$ cat src/rtl/hqm_aw_if_prot_seq_pkg.sv
// Shared types for the sequenced interface-protection block: FSM state encoding
// and a small constant helper used for sizing the drain/release counter.
package hqm_aw_if_prot_seq_pkg;

  typedef enum logic [1:0] {
    ST_IDLE     = 2'd0,
    ST_DRAIN    = 2'd1,
    ST_ISOLATED = 2'd2,
    ST_RELEASE  = 2'd3
  } prot_state_t;

  function automatic int max_int(input int a, input int b);
    return (a > b) ? a : b;
  endfunction

endpackage

$ cat src/rtl/hqm_aw_if_prot_seq_ch_clamp.sv
// One protected channel: clamp-mask flop plus the output mux selecting the
// clamp value or the live input bit.
module hqm_aw_if_prot_seq_ch_clamp (
  input  logic clk,
  input  logic rst_n,
  input  logic mask_next,
  input  logic clamp_val,
  input  logic in_bit,
  output logic mask,
  output logic out_bit
);

  always_ff @(posedge clk or negedge rst_n) begin
    if (!rst_n) begin
      mask <= 1'b0;
    end else begin
      mask <= mask_next;
    end
  end

  // Pass-through has no latency; only the select is registered.
  assign out_bit = mask ? clamp_val : in_bit;

endmodule

$ cat src/rtl/hqm_aw_if_prot_seq.sv
// FLR interface protection: drains per-channel activity, clamps idle channels,
// forces isolation on watchdog expiry and delays release for clean edges.
module hqm_aw_if_prot_seq
  import hqm_aw_if_prot_seq_pkg::*;
#(
  parameter int                NUM_CH        = 4,
  parameter logic [NUM_CH-1:0] CLAMP_VAL     = '0,
  parameter int                DRAIN_TIMEOUT = 16,
  parameter int                RELEASE_DLY   = 2
) (
  input  logic              clk,
  input  logic              rst_n,
  input  logic              flr_prep,
  input  logic [NUM_CH-1:0] in_data,
  input  logic [NUM_CH-1:0] in_busy,
  input  logic              clr_timeout,
  output logic [NUM_CH-1:0] out_data,
  output logic              iso_active,
  output logic              drain_done,
  output logic              drain_timeout_sticky
);

  localparam int CW = $clog2(max_int(DRAIN_TIMEOUT, RELEASE_DLY) + 1);

  prot_state_t       state_reg, state_next;
  logic [CW-1:0]     cnt_reg, cnt_next, cnt_inc;
  logic              sticky_reg, sticky_next;
  logic              drain_done_reg, drain_done_next;
  logic              timeout_set;
  logic [NUM_CH-1:0] clamp_mask, mask_next, mask_or;

  assign mask_or = clamp_mask | ~in_busy;
  assign cnt_inc = (&cnt_reg) ? cnt_reg : cnt_reg + 1'b1;

  always_comb begin
    state_next      = state_reg;
    cnt_next        = cnt_reg;
    mask_next       = clamp_mask;
    drain_done_next = 1'b0;
    timeout_set     = 1'b0;
    case (state_reg)
      ST_IDLE: begin
        if (flr_prep) begin
          state_next = ST_DRAIN;
          cnt_next   = '0;
        end
      end
      ST_DRAIN: begin
        mask_next = mask_or;
        cnt_next  = cnt_inc;
        // Withdrawal of the request outranks both completion and the watchdog.
        if (!flr_prep) begin
          state_next = ST_RELEASE;
          cnt_next   = '0;
        end else if (&mask_or) begin
          state_next      = ST_ISOLATED;
          drain_done_next = 1'b1;
        end else if ((DRAIN_TIMEOUT != 0) && (cnt_reg == CW'(DRAIN_TIMEOUT - 1))) begin
          state_next      = ST_ISOLATED;
          mask_next       = '1;
          timeout_set     = 1'b1;
          drain_done_next = 1'b1;
        end
      end
      ST_ISOLATED: begin
        mask_next = '1;
        if (!flr_prep) begin
          state_next = ST_RELEASE;
          cnt_next   = '0;
        end
      end
      ST_RELEASE: begin
        cnt_next = cnt_inc;
        // Re-request keeps the mask so the peer never sees an unclamp glitch.
        if (flr_prep) begin
          state_next = ST_DRAIN;
          cnt_next   = '0;
        end else if (cnt_reg == CW'(RELEASE_DLY - 1)) begin
          state_next = ST_IDLE;
          cnt_next   = '0;
          mask_next  = '0;
        end
      end
      default: begin
        state_next = ST_IDLE;
        mask_next  = '0;
        cnt_next   = '0;
      end
    endcase
    sticky_next = timeout_set ? 1'b1 : (clr_timeout ? 1'b0 : sticky_reg);
  end

  always_ff @(posedge clk or negedge rst_n) begin
    if (!rst_n) begin
      state_reg      <= ST_IDLE;
      cnt_reg        <= '0;
      sticky_reg     <= 1'b0;
      drain_done_reg <= 1'b0;
    end else begin
      state_reg      <= state_next;
      cnt_reg        <= cnt_next;
      sticky_reg     <= sticky_next;
      drain_done_reg <= drain_done_next;
    end
  end

  genvar gi;
  generate
    for (gi = 0; gi < NUM_CH; gi++) begin : g_ch
      hqm_aw_if_prot_seq_ch_clamp u_clamp (
        .clk       (clk),
        .rst_n     (rst_n),
        .mask_next (mask_next[gi]),
        .clamp_val (CLAMP_VAL[gi]),
        .in_bit    (in_data[gi]),
        .mask      (clamp_mask[gi]),
        .out_bit   (out_data[gi])
      );
    end
  endgenerate

  assign iso_active           = (state_reg == ST_ISOLATED) || (state_reg == ST_RELEASE);
  assign drain_done           = drain_done_reg;
  assign drain_timeout_sticky = sticky_reg;

endmodule

$ cat config.mk
export PLATFORM = sky130hd
export DESIGN_NAME = hqm_aw_if_prot_seq
export DESIGN_NICKNAME = d
export VERILOG_FILES = /design/src/rtl/hqm_aw_if_prot_seq_pkg.sv /design/src/rtl/hqm_aw_if_prot_seq_ch_clamp.sv /design/src/rtl/hqm_aw_if_prot_seq.sv
export SDC_FILE = /design/constraint.sdc
export NUM_CORES = 1
export LEC_CHECK = 0
export ABC_AREA = 0
export BUFFER_PORTS_ARGS = -buffer_cell sky130_fd_sc_hd__buf_2
export CORE_MARGIN = 3
export CORE_UTILIZATION = 25
export DETAILED_ROUTE_END_ITERATION = 6
export MAX_ROUTING_LAYER = met4
export PLACE_DENSITY_LB_ADDON = 0.12
export SYNTH_ARGS = -nofsm -noshare
export SYNTH_HDL_FRONTEND = slang
export SYNTH_HIERARCHICAL = 1
export SYNTH_SLANG_ARGS = --single-unit
$ cat constraint.sdc
create_clock -name clk -period 2.1 [get_ports clk]
set_input_delay 0.42 -clock clk [delete_from_list [all_inputs] [get_ports clk]]
set_output_delay 0.42 -clock clk [all_outputs]
set_load 0.03 [all_outputs]
==> out/qor.txt <==
SYNTH
--------------------------------------------------------------------------------------------------
Portion of the post-synthesis area used by sequential elements ......................       34.39%
Largest cells by area after synthesis ............................................... sky130_fd_sc_hd__dfrtp_1 (34%), sky130_fd_sc_hd__ha_1 (9.3%), sky130_fd_sc_hd__mux2_4 (6.3%), sky130_fd_sc_hd__nor4b_4 (5.0%), sky130_fd_sc_hd__a21oi_1 (4.8%)
Number of distinct standard cells referenced by the synthesized netlist .............           30
Cells after synthesis ...............................................................           94
Syn_area_per_cell ...................................................................   10.06 um^2
Top FF cell, synth .................................................................. sky130_fd_sc_hd__dfrtp_1
Number of enable flip-flop cells after synthesis ....................................            0
Share of async-settable or async-resettable flops after synthesis ...................       100.0%
Number of synthesized register bits .................................................           13
Cell area after synthesis ...........................................................   945.9 um^2
Post-synth top cells ................................................................ sky130_fd_sc_hd__dfrtp_1 (13), sky130_fd_sc_hd__a21oi_1 (9), sky130_fd_sc_hd__nand2_1 (9)
Syn. warnings .......................................................................            6
Library cell with the largest summed area after synthesis ........................... sky130_fd_sc_hd__dfrtp_1
Area share of the largest cell type after synthesis .................................       34.39%
Cell with the most instances after synthesis ........................................ sky130_fd_sc_hd__dfrtp_1

PWR
--------------------------------------------------------------------------------------------------
Worst vdd rail ir drop ..............................................................  0.0006775 V
Lkg Pwr .............................................................................    0.5443 nW
PnR Total Power .....................................................................     1.549 mW
Cell area power density ............................................................. 1349 mW/mm^2

FLOORPLAN
--------------------------------------------------------------------------------------------------
Number of rows in the core area .....................................................           21
Initial cell density of the core ....................................................       27.07%
Top-level port count ................................................................           19
Die Width ...........................................................................     67.51 um
Die Y-Extent ........................................................................     67.51 um
Area of the placeable core .......................................................... 0.003495 mm^2
Area enclosed by the die boundary ................................................... 0.004558 mm^2

CTS
--------------------------------------------------------------------------------------------------
Skew-Pair Late Insertion Delay ......................................................      0.24 ns
Clock Sinks .........................................................................           13
Clock transition time at the flip-flop clock pins of the worst setup and hold paths .      0.06 ns
Number of gates resized after CTS ...................................................            0
Total CTS buffers ...................................................................            3
Post-CTS Hold Fix Bufs ..............................................................            0
CTS tree ............................................................................          yes
Number of H-tree levels .............................................................            1
Number of post-CTS setup repair buffers .............................................            0
Clock root buffer ................................................................... sky130_fd_sc_hd__clkbuf_8
Worst-case clock buffer depth .......................................................            2

STA
--------------------------------------------------------------------------------------------------
Crit share post-route ...............................................................       91.17%
Pins Over Slew Limit ................................................................            0
Highest achievable clock rate .......................................................   0.5223 GHz
RSZ-0062 raised after global routing ................................................           no
Worst Skew ..........................................................................  0.004319 ns
Setup-failing EPs final .............................................................            0
Total Negative Setup Slacks .........................................................         0 ns
Endpoints failing hold ..............................................................            0
Post-route setup slack ..............................................................    0.1855 ns
Tightest slew margin relative to the limit ..........................................       65.52%
Tmin final ..........................................................................     1.915 ns
Slew @ Worst Pin ....................................................................    0.5118 ns

FINISH
--------------------------------------------------------------------------------------------------
Number of antenna cells inserted ....................................................            0
Number of flip-flops in the largest register ........................................            5
Area growth, synth to finish ........................................................       21.43%
Sequential cell area ................................................................   325.3 um^2
Fraction of final layout cells with drive strength greater than 1 ...................       30.25%
FILL cells ..........................................................................          359
Total area of multi-input combinational cells .......................................   589.3 um^2
Final #Nets .........................................................................          139
Non-filler cells in the finished layout .............................................          165

SETUP PATH
--------------------------------------------------------------------------------------------------
Worst Reg-to-Reg Cells ..............................................................            4
Crit-path max FO ....................................................................            5
Cell with the largest stage delay on the worst path ................................. sky130_fd_sc_hd__dfrtp_1
Critical path required time .........................................................      1.68 ns
Critical Path Sink Type .............................................................   output pin
Cells traversed along the worst timing path ......................................... inv_1 -> ha_1 -> or2_2 -> buf_2
Reg-to-Reg Start ....................................................................   cnt_reg[0]
Crit Path Category .................................................................. flip-flop to output pin
Worst reg-to-reg setup slack ........................................................      0.38 ns
Data arrival time of the worst path .................................................      1.49 ns
Crit path launch type ...............................................................    flip-flop
Terminus of the critical flop-to-flop path .......................................... state_reg[0]
CP peak stage delay .................................................................      0.40 ns

ROUTING
--------------------------------------------------------------------------------------------------
Starting DRT DRC Count ..............................................................           16
DR vias .............................................................................          748
First-pass iteration count of the detailed router ...................................            4
Average vias per placed instance ....................................................        4.533
Remaining number of nets flagged by the antenna check after routing .................            0
Routed length on met3 ...............................................................       124 um
Wl on met1 ..........................................................................       959 um
Top metal layer carrying routed signals .............................................         met4
DRC violations left .................................................................            0
Total length of routed wires ........................................................      1940 um
Routed length per placed instance ...................................................     11.76 um
Detailed-routed wire length on met2 .................................................       848 um

GLOBAL ROUTING
--------------------------------------------------------------------------------------------------
Global-route wire length before repair ..............................................      3187 um
Largest net degree at the start of global routing ...................................           14
Vias in the first global route ......................................................          706
Grt ovf .............................................................................            0
Antenna violations before repair ....................................................            0
Total track usage ...................................................................       9.461%

PLACE
--------------------------------------------------------------------------------------------------
Final RePlAce weighted congestion ...................................................       0.7565
Placement-stage worst setup slack ...................................................    0.3913 ns
# placed instances ..................................................................          161
Port-buffer cells ...................................................................           18
DPL Wire Length .....................................................................      1501 um

JOB
--------------------------------------------------------------------------------------------------
Max capacitance violation total .....................................................            0

OUTCOME
--------------------------------------------------------------------------------------------------
Run status .......................................................................... finished, final reports clean

WORST HOLD PATH
--------------------------------------------------------------------------------------------------
Worst min-delay path class .......................................................... primary input to asynchronous set/reset pin

[area by class of cell]
class	instances	area share, %
repair buffers	20	9.150
clock buffers	4	3.922
multi-input cells	75	51.31
flip-flops and latches	13	28.32
well taps	46	5.011
inverters	7	2.288
[where the power goes]
group	internal, mW	leakage (nW)	switching (mW)
Clock	0.134	0.0228	0.0975
Combinational	0.412	0.355	0.488
Sequential	0.338	0.167	0.0795
[through the flow]
step           cell area (um^2)  hold slack [ns]  util (%)
3_3_place_gp               1104           0.3437     31.58
4_1_cts                    1149          0.07381     32.87
3_5_place_dp               1104           0.3402     31.58
6_report                   1149          0.06179     32.87
2_1_floorplan             957.2           0.1244         -
5_1_grt                    1149          0.08177     32.87
[critical path: cells and delay by family (launching register included)]
kind | cells | cell delay (ns)
buffers and inverters | 2 | 0.27
AND/OR/NAND/NOR | 1 | 0.30
flip-flops | 1 | 0.40
adder cells (fa/ha/maj) | 1 | 0.28
[cell usage in the layout, fill, tap and decap left out, types with 2 or more instances in the layout]
cell	n
sky130_fd_sc_hd__mux2_1	2
sky130_fd_sc_hd__o21ai_0	6
sky130_fd_sc_hd__nor2_1	6
sky130_fd_sc_hd__nand3_1	3
sky130_fd_sc_hd__buf_4	2
sky130_fd_sc_hd__mux2_4	4
sky130_fd_sc_hd__nor2b_1	6
sky130_fd_sc_hd__nand2b_1	2
sky130_fd_sc_hd__nand2_1	9
sky130_fd_sc_hd__inv_1	7
sky130_fd_sc_hd__clkbuf_8	3
sky130_fd_sc_hd__conb_1	4
sky130_fd_sc_hd__and3_1	2
sky130_fd_sc_hd__a21oi_1	9
sky130_fd_sc_hd__dfrtp_1	13
sky130_fd_sc_hd__buf_2	18
sky130_fd_sc_hd__ha_1	7
sky130_fd_sc_hd__nor4b_4	2
[routing by layer]
metal,GRT usage (%),vias to the layer above
met5,-,-
met4,3.038,0
met3,1.498,2
met2,14.22,25
met1,12.93,347
li1,-,374
[worst max path at each step]
| stage | startpoint | end | slack [ns] |
|---|---|---|---|
| 4_1_cts | state_reg[0] | iso_active | 0.17 |
| 3_5_place_dp | cnt_reg[0] | state_reg[1] | 0.39 |
| 3_3_place_gp | cnt_reg[0] | state_reg[0] | 0.41 |
| 5_1_grt | state_reg[0] | iso_active | 0.1 |
| 6_report | state_reg[0] | iso_active | 0.19 |
| 2_1_floorplan | state_reg[1] | state_reg[0] | 0.44 |
[kinds of logic after synthesis]
kind of cell / count (synthesis) / share of synthesized area, %
compound gates: 22 / 16.54
xor+xnor: 1 / 0.9261
fa+ha+maj: 7 / 9.259
buf+inv: 9 / 4.497
flops: 13 / 34.39
mux: 7 / 11.11
other cells: 1 / 0.3964
simple gates: 34 / 22.88
(Power assumes the default switching activity.)
